`src/rtl/eth_rx_pkg.sv`:
```
// rtl/eth_rx_pkg.sv - shared types, constants and CRC-32 byte step for the RMII receive path
package eth_rx_pkg;

    typedef enum logic [2:0] {
        IDLE     = 3'd0,
        PREAMBLE = 3'd1,
        DATA     = 3'd2,
        CHECK    = 3'd3,
        DISCARD  = 3'd4
    } eth_rx_ctrl_state_t;

    localparam logic [1:0]  pPRE_DIBIT   = 2'b01;
    localparam logic [1:0]  pSFD_DIBIT   = 2'b11;
    localparam logic [31:0] pCRC_POLY    = 32'hEDB88320;
    localparam logic [31:0] pCRC_INIT    = 32'hFFFFFFFF;
    localparam logic [31:0] pCRC_RESIDUE = 32'hDEBB20E3;

    // Reflected CRC-32, data consumed LSB first as it arrives on the wire
    function automatic logic [31:0] crc32_byte(input logic [31:0] crc, input logic [7:0] data);
        logic [31:0] c;
        c = crc;
        for (int i = 0; i < 8; i++) begin
            if (c[0] ^ data[i]) begin
                c = (c >> 1) ^ pCRC_POLY;
            end else begin
                c = c >> 1;
            end
        end
        return c;
    endfunction

endpackage

```
`src/rtl/eth_rx_crc.sv`:
```
// rtl/eth_rx_crc.sv - byte-wide CRC-32 register with synchronous init
module eth_rx_crc
    import eth_rx_pkg::*;
(
    input  logic        Clk,
    input  logic        Rst,
    input  logic        Init,
    input  logic        En,
    input  logic [7:0]  Data,
    output logic [31:0] Crc
);

    always_ff @(posedge Clk) begin
        if (Rst || Init) begin
            Crc <= pCRC_INIT;
        end else if (En) begin
            Crc <= crc32_byte(Crc, Data);
        end
    end

endmodule

```
`src/rtl/eth_rx_ctrl.sv`:
```
// rtl/eth_rx_ctrl.sv - RMII receive control: preamble/SFD hunt, byte assembly, FCS and length check
// ETH_RX_FCS_STRIP_EN withholds the last four bytes of each frame so the FCS is never strobed.
module eth_rx_ctrl
    import eth_rx_pkg::*;
#(
    parameter int pMIN_FRAME_BYTES = 64,
    parameter int pMAX_FRAME_BYTES = 1518,
    parameter int pMIN_PRE_DIBITS  = 8
) (
    input  logic               Clk,
    input  logic               Rst,
    input  logic               Crs_Dv,
    input  logic [1:0]         Rxd,
    output logic [7:0]         Rx_Byte,
    output logic               Rx_Byte_Vld,
    output logic               Rx_SOP,
    output logic               Rx_EOP,
    output logic               Frame_Good,
    output logic               Frame_Bad,
    output logic [10:0]        Byte_Cnt,
    output eth_rx_ctrl_state_t Rx_Ctrl_FSM_State
);

    localparam int              PRE_W     = $clog2(pMIN_PRE_DIBITS + 1);
    localparam logic [PRE_W-1:0] PRE_MIN   = PRE_W'(pMIN_PRE_DIBITS);
    localparam logic [10:0]     MIN_BYTES = 11'(pMIN_FRAME_BYTES);
    localparam logic [10:0]     MAX_BYTES = 11'(pMAX_FRAME_BYTES);

    eth_rx_ctrl_state_t state, state_nxt;
    logic [PRE_W-1:0]   pre_cnt;
    logic [1:0]         dibit_idx;
    logic [5:0]         shift_byte;
    logic [7:0]         byte_q;
    logic               byte_done_q;
    logic [31:0]        crc;
    logic               crc_init, eop_set, good_set, bad_set, dibit_take;
    logic               byte_complete;
    logic [7:0]         new_byte;
`ifdef ETH_RX_FCS_STRIP_EN
    logic [3:0][7:0]    dly;
`endif

    assign Rx_Ctrl_FSM_State = state;
    assign byte_complete     = dibit_take && (dibit_idx == 2'd3);
    assign new_byte          = {Rxd, shift_byte};

    always_ff @(posedge Clk) begin
        if (Rst) begin
            state <= IDLE;
        end else begin
            state <= state_nxt;
        end
    end

    always_comb begin
        state_nxt  = state;
        crc_init   = 1'b0;
        eop_set    = 1'b0;
        good_set   = 1'b0;
        bad_set    = 1'b0;
        dibit_take = 1'b0;
        case (state)
            IDLE: begin
                if (Crs_Dv && Rxd == pPRE_DIBIT) state_nxt = PREAMBLE;
            end
            PREAMBLE: begin
                if (!Crs_Dv) begin
                    state_nxt = IDLE;
                end else if (Rxd == pSFD_DIBIT) begin
                    if (pre_cnt >= PRE_MIN) begin
                        state_nxt = DATA;
                        crc_init  = 1'b1;
                    end else begin
                        state_nxt = DISCARD;
                    end
                end else if (Rxd != pPRE_DIBIT) begin
                    state_nxt = IDLE;
                end
            end
            DATA: begin
                // Oversize wins over end of carrier so the frame reports exactly once
                if (Byte_Cnt > MAX_BYTES) begin
                    eop_set   = 1'b1;
                    bad_set   = 1'b1;
                    state_nxt = DISCARD;
                end else if (!Crs_Dv) begin
                    state_nxt = CHECK;
                end else begin
                    dibit_take = 1'b1;
                end
            end
            CHECK: begin
                eop_set   = 1'b1;
                state_nxt = IDLE;
                if (dibit_idx == 2'd0 && Byte_Cnt >= MIN_BYTES && crc == pCRC_RESIDUE) begin
                    good_set = 1'b1;
                end else begin
                    bad_set = 1'b1;
                end
            end
            DISCARD: begin
                if (!Crs_Dv) state_nxt = IDLE;
            end
            default: state_nxt = IDLE;
        endcase
    end

    always_ff @(posedge Clk) begin
        if (Rst) begin
            Rx_Byte     <= '0;
            Rx_Byte_Vld <= 1'b0;
            Rx_SOP      <= 1'b0;
            Rx_EOP      <= 1'b0;
            Frame_Good  <= 1'b0;
            Frame_Bad   <= 1'b0;
            Byte_Cnt    <= '0;
            pre_cnt     <= '0;
            dibit_idx   <= '0;
            shift_byte  <= '0;
            byte_q      <= '0;
            byte_done_q <= 1'b0;
`ifdef ETH_RX_FCS_STRIP_EN
            dly         <= '0;
`endif
        end else begin
            Rx_Byte_Vld <= 1'b0;
            Rx_SOP      <= 1'b0;
            Rx_EOP      <= eop_set;
            Frame_Good  <= good_set;
            Frame_Bad   <= bad_set;
            byte_done_q <= byte_complete;

            if (state == IDLE) begin
                pre_cnt   <= PRE_W'(1);
                dibit_idx <= '0;
                Byte_Cnt  <= '0;
            end else if (state == PREAMBLE && Crs_Dv && Rxd == pPRE_DIBIT && pre_cnt != PRE_MIN) begin
                pre_cnt <= pre_cnt + 1'b1;
            end

            if (dibit_take) begin
                dibit_idx  <= dibit_idx + 2'd1;
                shift_byte <= {Rxd, shift_byte[5:2]};
            end

            if (byte_complete) begin
                byte_q <= new_byte;
                if (Byte_Cnt != 11'h7FF) Byte_Cnt <= Byte_Cnt + 11'd1;
`ifdef ETH_RX_FCS_STRIP_EN
                // A byte only leaves once four newer bytes prove it is not FCS
                dly <= {dly[2:0], new_byte};
                if (Byte_Cnt >= 11'd4) begin
                    Rx_Byte     <= dly[3];
                    Rx_Byte_Vld <= 1'b1;
                    Rx_SOP      <= (Byte_Cnt == 11'd4);
                end
`else
                Rx_Byte     <= new_byte;
                Rx_Byte_Vld <= 1'b1;
                Rx_SOP      <= (Byte_Cnt == 11'd0);
`endif
            end
        end
    end

    eth_rx_crc u_crc (
        .Clk  (Clk),
        .Rst  (Rst),
        .Init (crc_init),
        .En   (byte_done_q),
        .Data (byte_q),
        .Crc  (crc)
    );

endmodule

```
`config.mk`:
```
export PLATFORM = sky130hd
export DESIGN_NAME = eth_rx_ctrl
export DESIGN_NICKNAME = d
export VERILOG_FILES = /design/src/rtl/eth_rx_pkg.sv /design/src/rtl/eth_rx_crc.sv /design/src/rtl/eth_rx_ctrl.sv
export SDC_FILE = /design/constraint.sdc
export NUM_CORES = 1
export LEC_CHECK = 0
export ABC_AREA = 0
export BUFFER_PORTS_ARGS = -buffer_cell sky130_fd_sc_hd__buf_4
export CORE_ASPECT_RATIO = 0.5
export CORE_MARGIN = 2
export CORE_UTILIZATION = 45
export DETAILED_ROUTE_END_ITERATION = 10
export HOLD_SLACK_MARGIN = 0.02
export PLACE_DENSITY_LB_ADDON = 0.1
export RECOVER_POWER = 100
export SYNTH_ARGS = -nofsm -noshare
export SYNTH_HDL_FRONTEND = slang
export SYNTH_SLANG_ARGS = --single-unit
```
`constraint.sdc`:
```
create_clock -name Clk -period 4.1 [get_ports Clk]
set_input_delay 1.025 -clock Clk [delete_from_list [all_inputs] [get_ports Clk]]
set_output_delay 1.025 -clock Clk [all_outputs]
set_load 0.005 [all_outputs]
```
==> metrics.cfg, run 1 <==
[status]
run_status = completed

[setup_path]
r2r-end = Byte_Cnt[4]
cpMaxStageDelayCell = clkbuf_1
r2r_slack_ns = 1.37
crit_chain = inv_1 -> nor3_1 -> nand3_1 -> nor2_1 -> clkbuf_1 -> nand3_1 -> mux2_2
critical_path_class = flop to flop
end_kind = flop
cp-start-kind = flop
critPathTopFamily = simple AND/OR/NAND/NOR gates
required_ns = 4.32
cp_slowest_stage_delay_ns = 0.49
worstPathMaxFanout = 12
critPathArrivalTime_ns = 2.95
r2r_start = Rx_Ctrl_FSM_State[1]
cp_num_buf_inv = 2
rr_worst_depth = 7
crit_top_cell = nand3_1

[synthesis]
ys_warn_count = 0
ys.flop_type = dfxtp_1
synth-seq-area-share_pct = 38.18
syn_inst = 416
async_reset_ff_share_pct = 0
synth_top_area_share_pct = 38.18
synth-seq-cells = 71
synth_nets = 428
synth.distinct_cells = 47
syn_area_per_cell_um2 = 8.948
yosys.area.top_type = dfxtp_1
synth_edf_count = 0
synth_area_leaders = dfxtp_1 (38%), xnor2_1 (9.9%), nand2_1 (7.5%)
netlist_area_um2 = 3722

[grt]
grt_first_pass_wirelength_mm = 14.09
antenna_found_initial = 0
grt_usage_pct = 20.12
grt_pass1_vias = 2768
grt_overflow_total = 0
grt_max_degree = 52

[sta]
period_minus_slack_ns = 2.728
max_slew_margin_pct = 5.363
final-hold-violation-count = 0
skew_ns = 0.004994
rsz0062_at_grt = no
setup-tns-final_ns = 0
fin_ws_ns = 1.372
post-route-period-util_pct = 66.55
worst-slew-pin-transition_ns = 1.420
max_freq_mhz = 366.5
fin_hold_ws_ns = 0.4665
drv_slew = 0
setup_viol = 0

[cells_and_area]
nets = 455
antenna_cells = 0
post-route-util_pct = 54.68
fillCellCount = 736
area_delta_synth_final_pct = 17.51
final_common_cell = nand2_1
final_cell_mix = nand2_1 (74), dfxtp_1 (70), xnor2_1 (42)
drive_above_1_share_pct = 13.62

[job]
drv_cap = 0

[place]
dpl_worst_slack_ns = 1.551
port_buffers = 31
hpwl_mm = 5.827
gp_congestion = 0.8504

[cts]
path_clk_slew_ns = 0.06
cts_num_sinks = 71
cts.path.max_buffers = 2
clock_latency_ns = 0.33
ctsResizeCount = 0
cts_tree = done
cts_hold_buf = 0
cts_max_level = 3
cts_made_buffers = 9
cts_setup_buffers = 0
clock-root-buffer = clkbuf_16

[drt]
drc = 0
antenna_left = 0
wl_mm = 8.311
vias_per_cell = 5.129
routedWlPerCell_um = 14.84
first_iter_violations = 159
vias = 2872
dr.pass1.iters = 4

[min_path]
min_path_type = flop to flop
min_from = shift_byte[1]
holdPathStages = 2
min_to = byte_q[1]

[pwr]
p_leak_nw = 1.570
p_per_area_nw_per_um2 = 384.3
finalPower_mw = 1.681
ir_drop_v = 0.0001921

[floorplan]
initial_core_util_pct = 46.53
rows = 23
die_area_um2 = 9059
core-area_um2 = 8000
die_x_um = 132.6
fp.dieH_um = 68.31
io-pin-count = 32

## layer usage
layer	share of wire (%)	global-route usage (%)	up-vias
li1	-	-	1456
met1	47	25.34	1348
met5	0	0	-
met3	4.7	5.926	8
met4	1.1	5.914	0
met2	47	34.20	60
## synth_stat cells (all sizes together), types with 4 or more instances
| cell type | instances |
|---|---|
| a21oi | 23 |
| buf | 4 |
| clkbuf | 14 |
| dfxtp | 71 |
| ha | 7 |
| inv | 11 |
| mux2i | 22 |
| nand2 | 74 |
| nand3 | 8 |
| nand4 | 6 |
| nand4b | 4 |
| nor2 | 25 |
| nor3 | 8 |
| nor4 | 5 |
| o21ai | 22 |
| or4 | 4 |
| xnor2 | 47 |
| xor2 | 21 |
## logic make-up after synthesis
kind of cell	Yosys count	synth area share (%)
multiplexers	24	6.521
flip-flops	71	38.18
buffers and inverters	29	3.697
XOR/XNOR	71	20.74
adder cells (fa/ha/maj)	7	2.353
AO/OA/AOI/OAI	59	8.874
AND/OR/NAND/NOR	155	19.63
## through the flow
step	instance area (um^2)	cells
global placement	4026	544
global route	4374	560
detailed placement	4026	544
CTS	4388	560
finish	4374	560
floorplan	3722	416
## report_power, final
part           total (mW)  switching (mW)  leakage (nW)  internal, mW
Clock               0.949           0.294         0.173         0.655
Sequential          0.695         0.00340         0.574         0.692
Combinational      0.0365          0.0254         0.823        0.0112
## sequential cells by signal (all words and copies together), names as in the netlist
signal	count
dibit_idx	2
shift_byte	6
Rx_EOP	1
Frame_Bad	1
byte_q	8
Rx_SOP	1
Frame_Good	1
Byte_Cnt	11
u_crc.Crc	32
pre_cnt	4
Rx_Ctrl_FSM_State	3
Rx_Byte_Vld	1
## worst max-delay path by stage
stage,slack [ns],end,cells past startpoint,start
2_1_floorplan,1.79,pre_cnt[2],6,Rxd[1]
5_1_grt,1.11,Byte_Cnt[4],7,Rx_Ctrl_FSM_State[1]
3_3_place_gp,1.58,pre_cnt[2],7,Rxd[1]
3_5_place_dp,1.55,pre_cnt[2],7,Rxd[1]
4_1_cts,1.70,Byte_Cnt[4],7,Rx_Ctrl_FSM_State[1]
6_report,1.37,Byte_Cnt[4],7,Rx_Ctrl_FSM_State[1]
## worst reg2reg max path, cell delays in order, from the launching register on
cell,delay [ns]
dfxtp_1,0.45
inv_1,0.11
nor3_1,0.47
nand3_1,0.27
nor2_1,0.39
clkbuf_1,0.49
nand3_1,0.16
mux2_2,0.28
## area by class of cell
| cell class | count | area, um^2 | share of cell area [%] |
|---|---|---|---|
| Multi-Input combinational cell | 316 | 2167 | 49.54 |
| Clock inverter | 6 | 132.6 | 3.032 |
| Inverter | 11 | 41.29 | 0.9439 |
| Sequential cell | 71 | 1423 | 32.52 |
| Tap cell | 112 | 140.1 | 3.204 |
| Clock buffer | 10 | 229.0 | 5.235 |
| Timing Repair Buffer | 34 | 241.5 | 5.521 |
(Power assumes the default switching activity.)
==> inputs of run 2 (changes only) <==
clock period = 2.5 ns   (was 4.1 ns; I/O delays follow)
==> metrics.cfg, run 2 (synthesis gave the netlist of run 1 again) <==
[status]
run_status = completed  ; unchanged

[setup_path]
critPathArrivalTime_ns = 2.42  ; was 2.95 ns
worstPathMaxFanout = 5  ; was 12
end_kind = flop  ; unchanged
required_ns = 2.68  ; was 4.32 ns
r2r_start = u_crc.Crc[3]  ; was Rx_Ctrl_FSM_State[1]
critical_path_class = flop to flop  ; unchanged
r2r_slack_ns = 0.26  ; was 1.37 ns
cp-start-kind = flop  ; unchanged
cp-startpoint = u_crc.Crc[3]  ; was Rx_Ctrl_FSM_State[1]

[sta]
max_freq_mhz = 447.1  ; was 366.5 MHz
rsz0062_at_grt = no  ; unchanged
setup-tns-final_ns = 0  ; unchanged
setup_viol = 0  ; unchanged
period_minus_slack_ns = 2.237  ; was 2.728 ns
post-route-period-util_pct = 89.46  ; was 66.55%
skew_ns = 0.006725  ; was 0.004994 ns
final-hold-violation-count = 0  ; unchanged
worst-slew-pin-transition_ns = 0.6771  ; was 1.420 ns
max_slew_margin_pct = 54.44  ; was 5.363%
fin_hold_ws_ns = 0.4616  ; was 0.4665 ns
drv_slew = 0  ; unchanged

[drt]
routedWlPerCell_um = 14.89  ; was 14.84 um
vias = 2930  ; was 2872
dr.pass1.iters = 4  ; unchanged
wl_mm = 8.474  ; was 8.311 mm
vias_per_cell = 5.149  ; was 5.129
first_iter_violations = 232  ; was 159
drc = 0  ; unchanged
antenna_left = 0  ; unchanged

[pwr]
p_per_area_nw_per_um2 = 563.9  ; was 384.3 nW/um^2
p_leak_nw = 1.584  ; was 1.570 nW
finalPower_mw = 2.460  ; was 1.681 mW
ir_drop_v = 0.0002959  ; was 0.0001921 V

[floorplan]
die_area_um2 = 9059  ; unchanged
io-pin-count = 32  ; unchanged
die_x_um = 132.6  ; unchanged
initial_core_util_pct = 46.53  ; unchanged
fp.dieH_um = 68.31  ; unchanged
core-area_um2 = 8000  ; unchanged
rows = 23  ; unchanged

[cts]
cts_made_buffers = 9  ; unchanged
cts_hold_buf = 0  ; unchanged
path_clk_slew_ns = 0.06  ; about the same
cts_tree = done  ; unchanged
cts_max_level = 3  ; unchanged
clock_latency_ns = 0.33  ; about the same
ctsResizeCount = 0  ; unchanged
cts.path.max_buffers = 2  ; unchanged
cts_num_sinks = 71  ; unchanged
clock-root-buffer = clkbuf_16  ; unchanged
cts_setup_buffers = 0  ; unchanged

[cells_and_area]
drive_above_1_share_pct = 14.66  ; was 13.62%
fillCellCount = 776  ; was 736
nets = 464  ; was 455
largest_register = u_crc.Crc  ; unchanged
antenna_cells = 0  ; unchanged
area_delta_synth_final_pct = 17.18  ; was 17.51%
final_common_cell = nand2_1  ; unchanged
final_cell_mix = nand2_1 (74), dfxtp_1 (71), xnor2_1 (42)  ; was nand2_1 (74), dfxtp_1 (70), xnor2_1 (42)
reg_top3 = u_crc.Crc x32, Byte_Cnt x11, byte_q x8  ; unchanged
largest_register_ffs = 32  ; unchanged

[job]
drv_cap = 0  ; unchanged

[grt]
grt_first_pass_wirelength_mm = 14.40  ; was 14.09 mm
antenna_found_initial = 0  ; unchanged
grt_pass1_vias = 2822  ; was 2768
grt_max_degree = 51  ; was 52
grt_overflow_total = 0  ; unchanged
grt_usage_pct = 20.65  ; was 20.12%

[place]
gp_congestion = 0.8296  ; was 0.8504
hpwl_mm = 6.145  ; was 5.827 mm
port_buffers = 31  ; unchanged

[min_path]
min_path_type = flop to flop  ; unchanged
min_from = shift_byte[1]  ; unchanged

run 2: cell count changes in the layout (fill, tap and decap cells not counted), moves of 2 or more:
cell,change
clkbuf_4,-2
clkinv_2,+2
clkbuf_1,+2
clkbuf_2,+2
buf_4,+8
bufinv_16,-3
run 2: final timing paths:
kind                   endpoint  cells after the start
hold reg to reg       byte_q[1]                      2
setup reg to reg  u_crc.Crc[20]                      6
setup / recovery  u_crc.Crc[20]                      6
hold / removal        byte_q[1]                      2
run 2: critical path: stages (launching register included):
cell and delay, ns:
dfxtp_1 0.32, xnor2_1 0.52, xnor3_4 0.49, xnor2_1 0.26, xnor3_1 0.26, mux2i_1 0.14, nand2_1 0.08
run 2: where the power goes:
part	leakage [nW]	switching (mW)	total, mW	internal (mW)
clock network	0.146	0.461	1.26	0.794
logic	0.864	0.0423	0.0633	0.0210
registers	0.574	0.00554	1.14	1.14
run 2: area by class of cell:
| type | count | area (um^2) | share of cell area (%) |
|---|---|---|---|
| multi-input combinational | 316 | 2167 | 49.68 |
| inverter | 11 | 41.29 | 0.9466 |
| tap | 112 | 140.1 | 3.213 |
| timing repair buffer | 43 | 300.3 | 6.885 |
| clock buffer | 12 | 246.5 | 5.651 |
| sequential | 71 | 1421 | 32.59 |
| clock inverter | 4 | 45.04 | 1.033 |
run 2: per-stage QoR:
stage | setup WS [ns] | cells | instance area, um^2 | utilization (%)
floorplan | 0.4460 | 416 | 3722 | -
global placement | 0.3711 | 553 | 4094 | 51.17
detailed placement | 0.3034 | 553 | 4094 | 51.17
CTS | 0.2891 | 569 | 4385 | 54.82
global route | 0.03885 | 569 | 4362 | 54.52
finish | 0.2635 | 569 | 4362 | 54.52
run 2: per-layer routing:
layer,vias to the layer above,part of all wire (%),routed length (um),GRT usage [%]
met5,-,0,0,0
met4,0,1.1,92,7.392
met3,8,3.1,265,5.778
met2,42,46,3885,34.78
met1,1394,50,4230,25.99
li1,1486,-,-,-
